### config.mk
export PLATFORM = sky130hd
export DESIGN_NAME = hilo_unit
export DESIGN_NICKNAME = d
export VERILOG_FILES = /design/src/rtl/hilo_unit.sv
export SDC_FILE = /design/constraint.sdc
export NUM_CORES = 1
export LEC_CHECK = 0
export CAP_MARGIN = 20
export CORE_UTILIZATION = 35
export DETAILED_ROUTE_END_ITERATION = 16
export PLACE_DENSITY_LB_ADDON = 0.15
export SLEW_MARGIN = 0
export SYNTH_ARGS = -nofsm -noshare
export SYNTH_HDL_FRONTEND = slang
export SYNTH_SLANG_ARGS = --single-unit
### constraint.sdc
create_clock -name clk -period 4.14 [get_ports clk]
set_clock_uncertainty 0.05 [all_clocks]
set_input_delay 0.828 -clock clk [delete_from_list [all_inputs] [get_ports clk]]
set_output_delay 0.828 -clock clk [all_outputs]
set_load 0.02 [all_outputs]
### src/rtl/hilo_unit.sv
// HI/LO result register unit: captures multi-cycle multiplier/divider results with a wait timeout.
// Optional feature: define HILO_ACC_EN to let a multiplier capture accumulate into {HI,LO}.
module hilo_unit #(
    parameter int WIDTH   = 32,
    parameter int TIMEOUT = 64
) (
    input  logic             clk,
    input  logic             reset,
    input  logic             start,
    input  logic             src_sel,
    input  logic             acc,
    input  logic [WIDTH-1:0] mult_hi,
    input  logic [WIDTH-1:0] mult_lo,
    input  logic             mult_done,
    input  logic [WIDTH-1:0] div_hi,
    input  logic [WIDTH-1:0] div_lo,
    input  logic             div_done,
    input  logic             div_zero,
    input  logic             mthi,
    input  logic             mtlo,
    input  logic [WIDTH-1:0] wr_data,
    output logic [WIDTH-1:0] hi_out,
    output logic [WIDTH-1:0] lo_out,
    output logic             busy,
    output logic             dz_exc,
    output logic             timeout_err,
    output logic [1:0]       state_dbg
);

    typedef enum logic [1:0] {
        IDLE      = 2'd0,
        WAIT_MULT = 2'd1,
        WAIT_DIV  = 2'd2
    } state_t;

    // The wait counter only needs to reach TIMEOUT-1.
    localparam int CW = (TIMEOUT > 1) ? $clog2(TIMEOUT) : 1;
    localparam logic [CW-1:0] CNT_LAST = CW'(TIMEOUT - 1);

    state_t            state_q;
    logic [CW-1:0]     cnt_q;
    logic              acc_q;
    logic [WIDTH-1:0]  hi_q;
    logic [WIDTH-1:0]  lo_q;
    logic              dz_q;
    logic              to_q;
    logic [WIDTH-1:0]  mult_hi_d;
    logic [WIDTH-1:0]  mult_lo_d;

`ifdef HILO_ACC_EN
    logic [2*WIDTH-1:0] acc_sum_d;

    // Carry out of the double-width sum is intentionally dropped.
    assign acc_sum_d = {hi_q, lo_q} + {mult_hi, mult_lo};

    always_comb begin
        mult_hi_d = mult_hi;
        mult_lo_d = mult_lo;
        if (acc_q) begin
            mult_hi_d = acc_sum_d[2*WIDTH-1:WIDTH];
            mult_lo_d = acc_sum_d[WIDTH-1:0];
        end
    end
`else
    logic unused_acc;

    assign mult_hi_d  = mult_hi;
    assign mult_lo_d  = mult_lo;
    assign unused_acc = acc_q;
`endif

    always_ff @(posedge clk) begin
        if (reset) begin
            state_q <= IDLE;
            cnt_q   <= '0;
            acc_q   <= 1'b0;
            hi_q    <= '0;
            lo_q    <= '0;
            dz_q    <= 1'b0;
            to_q    <= 1'b0;
        end else begin
            dz_q <= 1'b0;
            to_q <= 1'b0;
            case (state_q)
                IDLE: begin
                    if (mthi) hi_q <= wr_data;
                    if (mtlo) lo_q <= wr_data;
                    if (start) begin
                        state_q <= src_sel ? WAIT_DIV : WAIT_MULT;
                        acc_q   <= acc;
                        cnt_q   <= '0;
                    end
                end
                WAIT_MULT: begin
                    if (mult_done) begin
                        hi_q    <= mult_hi_d;
                        lo_q    <= mult_lo_d;
                        state_q <= IDLE;
                    end else if (cnt_q == CNT_LAST) begin
                        to_q    <= 1'b1;
                        state_q <= IDLE;
                    end else begin
                        cnt_q <= cnt_q + 1'b1;
                    end
                end
                WAIT_DIV: begin
                    // A done always wins over a timeout landing in the same cycle.
                    if (div_done) begin
                        if (div_zero) begin
                            dz_q <= 1'b1;
                        end else begin
                            hi_q <= div_hi;
                            lo_q <= div_lo;
                        end
                        state_q <= IDLE;
                    end else if (cnt_q == CNT_LAST) begin
                        to_q    <= 1'b1;
                        state_q <= IDLE;
                    end else begin
                        cnt_q <= cnt_q + 1'b1;
                    end
                end
                default: state_q <= IDLE;
            endcase
        end
    end

    assign hi_out      = hi_q;
    assign lo_out      = lo_q;
    assign busy        = (state_q != IDLE);
    assign dz_exc      = dz_q;
    assign timeout_err = to_q;
    assign state_dbg   = state_q;

endmodule

==> results of run 1 <==
==> worst paths after layout <==
path                                    from          to  slack [ps]  depth (start not counted)
worst max-delay path               mult_done  hi_out[21]        1350                          6
worst min-delay path              hi_out[24]  hi_out[24]         410                          2
worst max register to register  state_dbg[1]  hi_out[21]        1680                          7
worst min register to register    hi_out[24]  hi_out[24]         410                          2
==> critical path, delay by kind of cell <==
kind / cells / cell delay [ps]
AOI/OAI and AO/OA: 3 / 970
and+or+nand+nor: 1 / 260
buffers and inverters: 2 / 930
==> final cells by class <==
| cell class | instances | share of cell area |
|---|---|---|
| timing repair buffer | 243 | 0.372 |
| multi-input combinational | 343 | 0.333 |
| clock inverter | 4 | 0.0112 |
| tap | 136 | 0.0262 |
| sequential | 74 | 0.228 |
| inverter | 7 | 0.00405 |
| clock buffer | 12 | 0.0255 |
==> report_power, final <==
group	internal, mW	switching (mW)
Clock	0.388	0.259
Sequential	0.788	0.0400
Combinational	0.404	0.391
==> synth_stat cells <==
| cell | count | share of area |
|---|---|---|
| dfxtp_1 | 74 | 0.39 |
| a21oi_1 | 70 | 0.092 |
| nand2_1 | 67 | 0.066 |
| a211o_1 | 64 | 0.15 |
| a22oi_1 | 64 | 0.13 |
| nor2_1 | 34 | 0.033 |
| clkbuf_1 | 27 | 0.026 |
| buf_2 | 14 | 0.018 |
| ha_1 | 5 | 0.016 |
| inv_1 | 5 | 0.0049 |
| nand2b_1 | 5 | 0.0082 |
| buf_1 | 4 | 0.0039 |
| nand3_1 | 4 | 0.0052 |
| o21ai_0 | 3 | 0.0039 |
| or4_1 | 3 | 0.0059 |
| a21boi_1 | 2 | 0.0039 |
| and3_4 | 2 | 0.0059 |
| and4_1 | 2 | 0.0046 |
| nand4_1 | 2 | 0.0033 |
| o2111ai_2 | 2 | 0.0079 |
| o21a_1 | 2 | 0.0039 |
| o31ai_1 | 2 | 0.0039 |
| a211oi_1 | 1 | 0.0020 |
| a221oi_1 | 1 | 0.0023 |
| a31oi_1 | 1 | 0.0016 |
| and2_1 | 1 | 0.0016 |
| and3_1 | 1 | 0.0016 |
| buf_6 | 1 | 0.0029 |
| clkinv_1 | 1 | 0.00098 |
| inv_2 | 1 | 0.00098 |
| nor2b_2 | 1 | 0.0023 |
| nor3_1 | 1 | 0.0013 |
| nor3b_1 | 1 | 0.0020 |
| o21ai_1 | 1 | 0.0013 |
| o31a_1 | 1 | 0.0023 |
==> logic make-up after synthesis <==
| group | after synthesis | share of synthesized area |
|---|---|---|
| adder cells (fa/ha/maj) | 5 | 0.0164 |
| buffers and inverters | 53 | 0.0586 |
| AND/OR/NAND/NOR | 124 | 0.141 |
| AO/OA/AOI/OAI | 214 | 0.397 |
| flip-flops | 74 | 0.387 |
==> metal layers <==
layer  GRT usage  up-vias  wire (µm)
li1            -     2169          -
met1       0.269     2055       5460
met2       0.435      181       6980
met3      0.0662       25       1210
met4      0.0939        0        329
met5           0        -          0
==> state kept, by name, indices dropped and copies added, names as in the netlist <==
register	count
timeout_err	1
state_dbg	2
cnt_q	6
hi_out	32
dz_exc	1
lo_out	32
==> stage by stage <==
step           worst slack [ps]  std cells  utilization
2_1_floorplan              2170        470            -
3_3_place_gp               1030        803        0.597
3_5_place_dp                991        803        0.597
4_1_cts                    1360        819        0.620
5_1_grt                    1180        819        0.620
6_report                   1350        819        0.620
==> results.py, run 1 <==
metrics = {
    "placed_design": {
        "port_buffers": 237,
        "dpl_cell_area_um2": 6250,
        "place_congestion": 0.843,
        "place_hpwl_um": 10500,
    },
    "sta": {
        "hold_ws_ps": 406,
        "tightest_slew_ps": 1040,
        "setup_viol": 0,
        "max_freq_ghz": 0.359,
        "timing.final.crit_period_ps": 2790,
        "fin_crit_sh": 0.673,
        "hold_viol": 0,
        "final_max_slew_viol_count": 0,
        "slew_headroom": 0.306,
        "rsz0062_at_grt": "no",
        "final.setup.tns_ps": 0,
    },
    "clock_network": {
        "postCtsSetupBuffers": 0,
        "clk_latency_ps": 330,
        "cts_htree_levels": 3,
        "clkSinkCount": 74,
        "ctsRootBufferMaster": "clkbuf_8",
        "cts_buffers": 9,
        "clockBufferDepth": 2,
        "cts_tree": "yes",
        "cts_hold_buf": 0,
        "ctsResizeCount": 0,
        "clk_pin_slew_ps": 80,
    },
    "yosys": {
        "syn_inst": 470,
        "ys_seq_area_frac": 0.387,
        "synthesis.area_um2": 3820,
        "yosysUniqueCellTypes": 35,
        "synth.avg_cell_area_um2": 8.14,
        "ys_ff_latch": 74,
        "ys_warn_count": 0,
        "synth_nets": 645,
    },
    "power": {
        "power.leakage_nw": 2.34,
        "ir_worst_vdd_mv": 0.207,
        "power_density_nw_per_um2": 350,
        "finalPower_mw": 2.27,
    },
    "drt": {
        "drtAntennaViolNets": 0,
        "detail_route.iter0.violations": 287,
        "first_pass_iters": 5,
        "via_count": 4430,
        "drc": 0,
        "wl_per_cell_um": 17.1,
        "totalWireLength_um": 14000,
        "viasPerCell": 5.41,
    },
    "layout": {
        "fillers": 954,
        "area_delta_synth_final_pct": 69.6,
        "mostFrequentLayoutCell": "clkdlybuf4s50_1",
        "antennaDiodeCount": 0,
        "final_cell_mix": "236 x clkdlybuf4s50_1, 74 x dfxtp_1, 70 x a21oi_1",
        "layout-drive-gt1-share": 0.0469,
        "multi_input_area_um2": 2160,
        "final_cell_area_um2": 6490,
        "seqCellArea_um2": 1480,
        "nets": 853,
    },
    "floorplanning": {
        "start_util": 0.366,
        "core_area_um2": 10500,
        "ios": 239,
        "die_area_um2": 11400,
        "die_y_um": 107,
        "num_rows": 37,
        "dieWidth_um": 107,
    },
    "critical_path": {
        "start_kind": "input port",
        "cp_max_fo": 41,
        "worstPathCellList": "clkdlybuf4s50_1, nand2b_1, o2111ai_4, buf_4, a211o_1, a21oi_1",
        "path_class": "input port to flip-flop",
        "required_ps": 4350,
        "cp_data_arrival_time_ps": 2990,
        "cp_slowest_cell": "o2111ai_4",
        "critPathMaxStageDelay_ps": 560,
        "critPathCaptureType": "flip-flop",
    },
    "worst_hold_path": {
        "hold_path.class": "flip-flop to flip-flop",
    },
    "global_route": {
        "grt_use_total": 0.242,
        "grt-ovfl-total": 0,
        "grt_pass1_wl_um": 21500,
        "antenna_found_initial": 0,
        "grt_max_degree": 93,
        "first_global_vias": 4300,
    },
    "outcome": {
        "status": "complete, no violations",
    },
    "flow_run": {
        "drv_cap": 0,
    },
}
(Power assumes the default switching activity.)
==> run 2: changes to the inputs <==
==> constraint.sdc (replaced) <==
create_clock -name clk -period 2.79 [get_ports clk]
set_clock_uncertainty 0.05 [all_clocks]
set_input_delay 0.558 -clock clk [delete_from_list [all_inputs] [get_ports clk]]
set_output_delay 0.558 -clock clk [all_outputs]
set_load 0.02 [all_outputs]
==> run 2 against run 1 <==
Effect of this change: register-to-register slack worse by 1200 ps; combinational power rose by 53%; power up 48%; die area unchanged; largest power group unchanged.
==> results.py, run 2 (same netlist as run 1, synthesis figures left out) <==
metrics = {
    "outcome": {
        "status": "complete, no violations",
    },
    "layout": {
        "seqCellArea_um2": 1480,
        "antennaDiodeCount": 0,
        "instances_no_fill": 822,
        "area_delta_synth_final_pct": 71.7,
        "fillers": 898,
        "final_cell_area_um2": 6570,
        "multi_input_area_um2": 2160,
        "nets": 856,
        "final_cell_mix": "236 x clkdlybuf4s50_1, 74 x dfxtp_1, 70 x a21oi_1",
        "mostFrequentLayoutCell": "clkdlybuf4s50_1",
        "layout-drive-gt1-share": 0.0496,
    },
    "power": {
        "power.leakage_nw": 2.36,
        "ir_worst_vdd_mv": 0.246,
        "p_switching_mw": 1.06,
        "power_density_nw_per_um2": 512,
        "p_int_mw": 2.30,
        "power_frac_clock": 0.272,
        "seqPwrFrac": 0.365,
        "p_comb_frac": 0.362,
        "sw_frac_of_total": 0.315,
        "finalPower_mw": 3.36,
    },
    "floorplanning": {
        "die_y_um": 107,
        "core_area_um2": 10500,
        "ios": 239,
        "num_rows": 37,
        "dieWidth_um": 107,
        "die_area_um2": 11400,
        "start_util": 0.366,
    },
    "clock_network": {
        "clk_pin_slew_ps": 70,
        "clockBufferDepth": 2,
        "clkSinkCount": 74,
        "cts_hold_buf": 0,
        "clk_latency_ps": 340,
        "ctsRootBufferMaster": "clkbuf_8",
        "cts_tree": "yes",
        "ctsResizeCount": 0,
        "cts_htree_levels": 3,
        "cts_buffers": 9,
        "postCtsSetupBuffers": 0,
    },
    "drt": {
        "drc": 0,
        "viasPerCell": 5.32,
        "totalWireLength_um": 14000,
        "drtAntennaViolNets": 0,
        "wl_per_cell_um": 17.0,
        "first_pass_iters": 4,
        "via_count": 4377,
        "detail_route.iter0.violations": 174,
    },
    "worst_hold_path": {
        "min_path_cells": 2,
        "hold_path_end": "lo_out[11]",
        "hold_start": "lo_out[11]",
        "hold_path.class": "flip-flop to flip-flop",
    },
    "global_route": {
        "antenna_found_initial": 0,
        "first_global_vias": 4272,
        "grt_max_degree": 65,
        "grt_pass1_wl_um": 21400,
        "grt-ovfl-total": 0,
        "grt_use_total": 0.243,
    },
    "sta": {
        "timing.final.crit_period_ps": 2340,
        "hold_viol": 0,
        "slew_headroom": 0.619,
        "fin_crit_sh": 0.838,
        "final.setup.tns_ps": 0,
        "setup_viol": 0,
        "tightest_slew_ps": 571,
        "max_freq_ghz": 0.428,
        "hold_ws_ps": 405,
        "final_max_slew_viol_count": 0,
        "rsz0062_at_grt": "no",
    },
    "critical_path": {
        "reg2reg_setup_slack_ps": 530,
        "r2r_end": "cnt_q[4]",
        "path_class": "flip-flop to output port",
        "start_kind": "flip-flop",
        "critPathCaptureType": "output port",
        "cp_max_fo": 6,
        "timing.rr.start": "state_dbg[1]",
        "cp_data_arrival_time_ps": 1730,
        "required_ps": 2180,
        "worst_r2r_path_depth": 6,
    },
    "placed_design": {
        "place_hpwl_um": 10600,
        "dpl_cell_area_um2": 6350,
        "post-place-cells": 806,
        "port_buffers": 237,
        "place_congestion": 0.831,
    },
    "flow_run": {
        "drv_cap": 0,
    },
}
## run 2: changes by cell type in the layout (fill, tap and decap cells not counted), sizes merged
cell	change
buf	+3
clkbuf	-2
clkinvlp	+2
## run 2: area by class of cell
cell class | count | share of cell area
Timing Repair Buffer | 246 | 0.382
Multi-Input combinational cell | 343 | 0.329
Sequential cell | 74 | 0.226
Tap cell | 136 | 0.0259
Clock buffer | 10 | 0.0194
Clock inverter | 6 | 0.0139
Inverter | 7 | 0.00400
## run 2: worst max path at each step
stage,to,startpoint,cells past startpoint
finish,busy,state_dbg[0],4
global route,busy,state_dbg[0],4
CTS,busy,state_dbg[0],4
detailed placement,cnt_q[4],start,5
global placement,cnt_q[3],start,5
floorplan,cnt_q[4],state_dbg[0],7
## run 2: power groups by stage
stage          clock (mW)  combinational [mW]  sequential (mW)
6_report            0.915                1.22             1.23
5_1_grt             0.997                1.31             1.24
4_1_cts             0.937                1.22             1.23
3_5_place_dp            0                1.22             1.25
3_3_place_gp            0                1.20             1.25
2_1_floorplan           0               0.451             1.39
## run 2: metrics by stage
step,setup WS (ps),util
after CTS,428,0.628
after detailed placement,458,0.607
final,452,0.628
after global routing,357,0.628
after floorplan,818,-
after global placement,544,0.607
## run 2: critical path, cell delays in order, from the launching register on
cell,delay [ps]
dfxtp_1,410
inv_1,120
ha_4,190
inv_1,70
clkdlybuf4s50_1,600
## run 2: layer usage
layer | vias up | wire [µm] | global-route usage
met5 | - | 0 | 0
met4 | 0 | 178 | 0.0607
met3 | 12 | 1090 | 0.0791
li1 | 2185 | - | -
met1 | 2014 | 5690 | 0.265
met2 | 166 | 7020 | 0.451
==> run 3: changes to the inputs <==
==> constraint.sdc (replaced) <==
create_clock -name clk -period 2.2 [get_ports clk]
set_clock_uncertainty 0.05 [all_clocks]
set_input_delay 0.44 -clock clk [delete_from_list [all_inputs] [get_ports clk]]
set_output_delay 0.44 -clock clk [all_outputs]
set_load 0.02 [all_outputs]
==> run 3 against run 2 <==
Effect of this change: non-clock buffer count up 5; register-to-register slack worse by 330 ps; clock-buffer cell count down 1.
==> results.py, run 3 (same netlist as run 1, synthesis figures left out) <==
metrics = {
    "clock_network": {
        "cts_hold_buf": 0,
        "ctsRootBufferMaster": "clkbuf_8",
        "cts_htree_levels": 3,
        "clkSinkCount": 74,
        "ctsResizeCount": 1,
        "cts_tree": "yes",
        "clk_pin_slew_ps": 80,
        "clk_latency_ps": 340,
        "cts_buffers": 9,
        "clockBufferDepth": 2,
        "postCtsSetupBuffers": 0,
    },
    "critical_path": {
        "reg2reg_setup_slack_ps": 200,
        "required_ps": 2420,
        "worst_r2r_path_depth": 6,
        "path_class": "flip-flop to flip-flop",
        "critPathCaptureType": "flip-flop",
        "r2r_end": "cnt_q[3]",
        "timing.rr.start": "state_dbg[1]",
        "cp_max_fo": 9,
        "start_kind": "flip-flop",
        "cp_data_arrival_time_ps": 2220,
    },
    "drt": {
        "viasPerCell": 5.44,
        "drtAntennaViolNets": 0,
        "totalWireLength_um": 14200,
        "detail_route.iter0.violations": 262,
        "drc": 0,
        "wl_per_cell_um": 17.2,
        "via_count": 4499,
        "first_pass_iters": 5,
    },
    "global_route": {
        "grt_max_degree": 45,
        "first_global_vias": 4247,
        "antenna_found_initial": 0,
        "grt-ovfl-total": 0,
        "grt_use_total": 0.240,
        "grt_pass1_wl_um": 21100,
    },
    "floorplanning": {
        "die_y_um": 107,
        "dieWidth_um": 107,
        "die_area_um2": 11400,
        "start_util": 0.366,
        "ios": 239,
        "num_rows": 37,
        "core_area_um2": 10500,
    },
    "sta": {
        "final.setup.tns_ps": 0,
        "setup_viol": 0,
        "timing.final.crit_period_ps": 2000,
        "hold_ws_ps": 405,
        "slew_headroom": 0.667,
        "tightest_slew_ps": 499,
        "final_max_slew_viol_count": 0,
        "hold_viol": 0,
        "setup_ws_ps": 197,
        "fin_crit_sh": 0.910,
        "rsz0062_at_grt": "no",
        "max_freq_ghz": 0.499,
    },
    "layout": {
        "final_cell_mix": "235 x clkdlybuf4s50_1, 74 x dfxtp_1, 70 x a21oi_1",
        "area_delta_synth_final_pct": 73.4,
        "layout-drive-gt1-share": 0.0593,
        "antennaDiodeCount": 0,
        "nets": 861,
        "mostFrequentLayoutCell": "clkdlybuf4s50_1",
    },
    "worst_hold_path": {
        "hold_path.class": "flip-flop to flip-flop",
        "hold_path_end": "lo_out[15]",
        "min_path_cells": 2,
        "hold_start": "lo_out[15]",
    },
    "placed_design": {
        "port_buffers": 237,
        "dp_slack_ps": 3.74,
        "place_congestion": 0.815,
        "place_hpwl_um": 10900,
    },
    "power": {
        "power_density_nw_per_um2": 645,
        "finalPower_mw": 4.28,
        "power.leakage_nw": 2.41,
        "ir_worst_vdd_mv": 0.312,
    },
    "outcome": {
        "status": "complete, no violations",
    },
    "flow_run": {
        "drv_cap": 0,
    },
}
-- run 3: cell count changes in the layout (fill, tap and decap cells not counted), sizes merged --
cell | previous run | this run
clkdlybuf4s50 | 236 | 235
clkinvlp | 3 | 2
clkinv | 2 | 4
clkbuf | 10 | 9
buf | 10 | 15
dlygate4sd2 | 0 | 1
-- run 3: metrics by stage --
| stage | instance area (µm²) | cells | util |
|---|---|---|---|
| after floorplan | 3820 | 470 | - |
| after global placement | 6410 | 811 | 0.613 |
| after detailed placement | 6410 | 811 | 0.613 |
| after CTS | 6630 | 827 | 0.633 |
| after global routing | 6630 | 827 | 0.634 |
| final | 6630 | 827 | 0.634 |
-- run 3: worst max path at each step --
stage	slack (ps)	start	endpoint
global route	80	state_dbg[1]	cnt_q[3]
detailed placement	4	mult_done	cnt_q[3]
floorplan	230	state_dbg[0]	cnt_q[4]
finish	200	state_dbg[1]	cnt_q[3]
CTS	150	state_dbg[1]	cnt_q[3]
global placement	40	mult_done	lo_out[28]
-- run 3: worst max-delay path, cell delays in order, from the launching register on --
cell and delay (ps):
dfxtp_1 420, inv_1 120, ha_2 210, a21oi_1 210
nand3_2 200, or4_1 530, a21boi_1 170
-- run 3: area by class of cell --
class,instances,area (µm²)
Tap cell,136,170
Inverter,7,26.3
Timing Repair Buffer,251,2570
Clock buffer,9,124
Clock inverter,7,93.8
Multi-Input combinational cell,343,2160
Sequential cell,74,1480
Fill cell,940,3830
-- run 3: routing by layer --
metal	global-route usage	vias to the layer above	wire length, µm
li1	-	2182	-
met2	0.432	202	7190
met5	0	-	0
met4	0.0978	0	337
met1	0.268	2089	5460
met3	0.0595	26	1250
-- run 3: power by group --
group	switching (mW)	internal [mW]
combinational	0.754	0.815
sequential	0.0748	1.48
clock	0.514	0.636
total	1.34	2.93
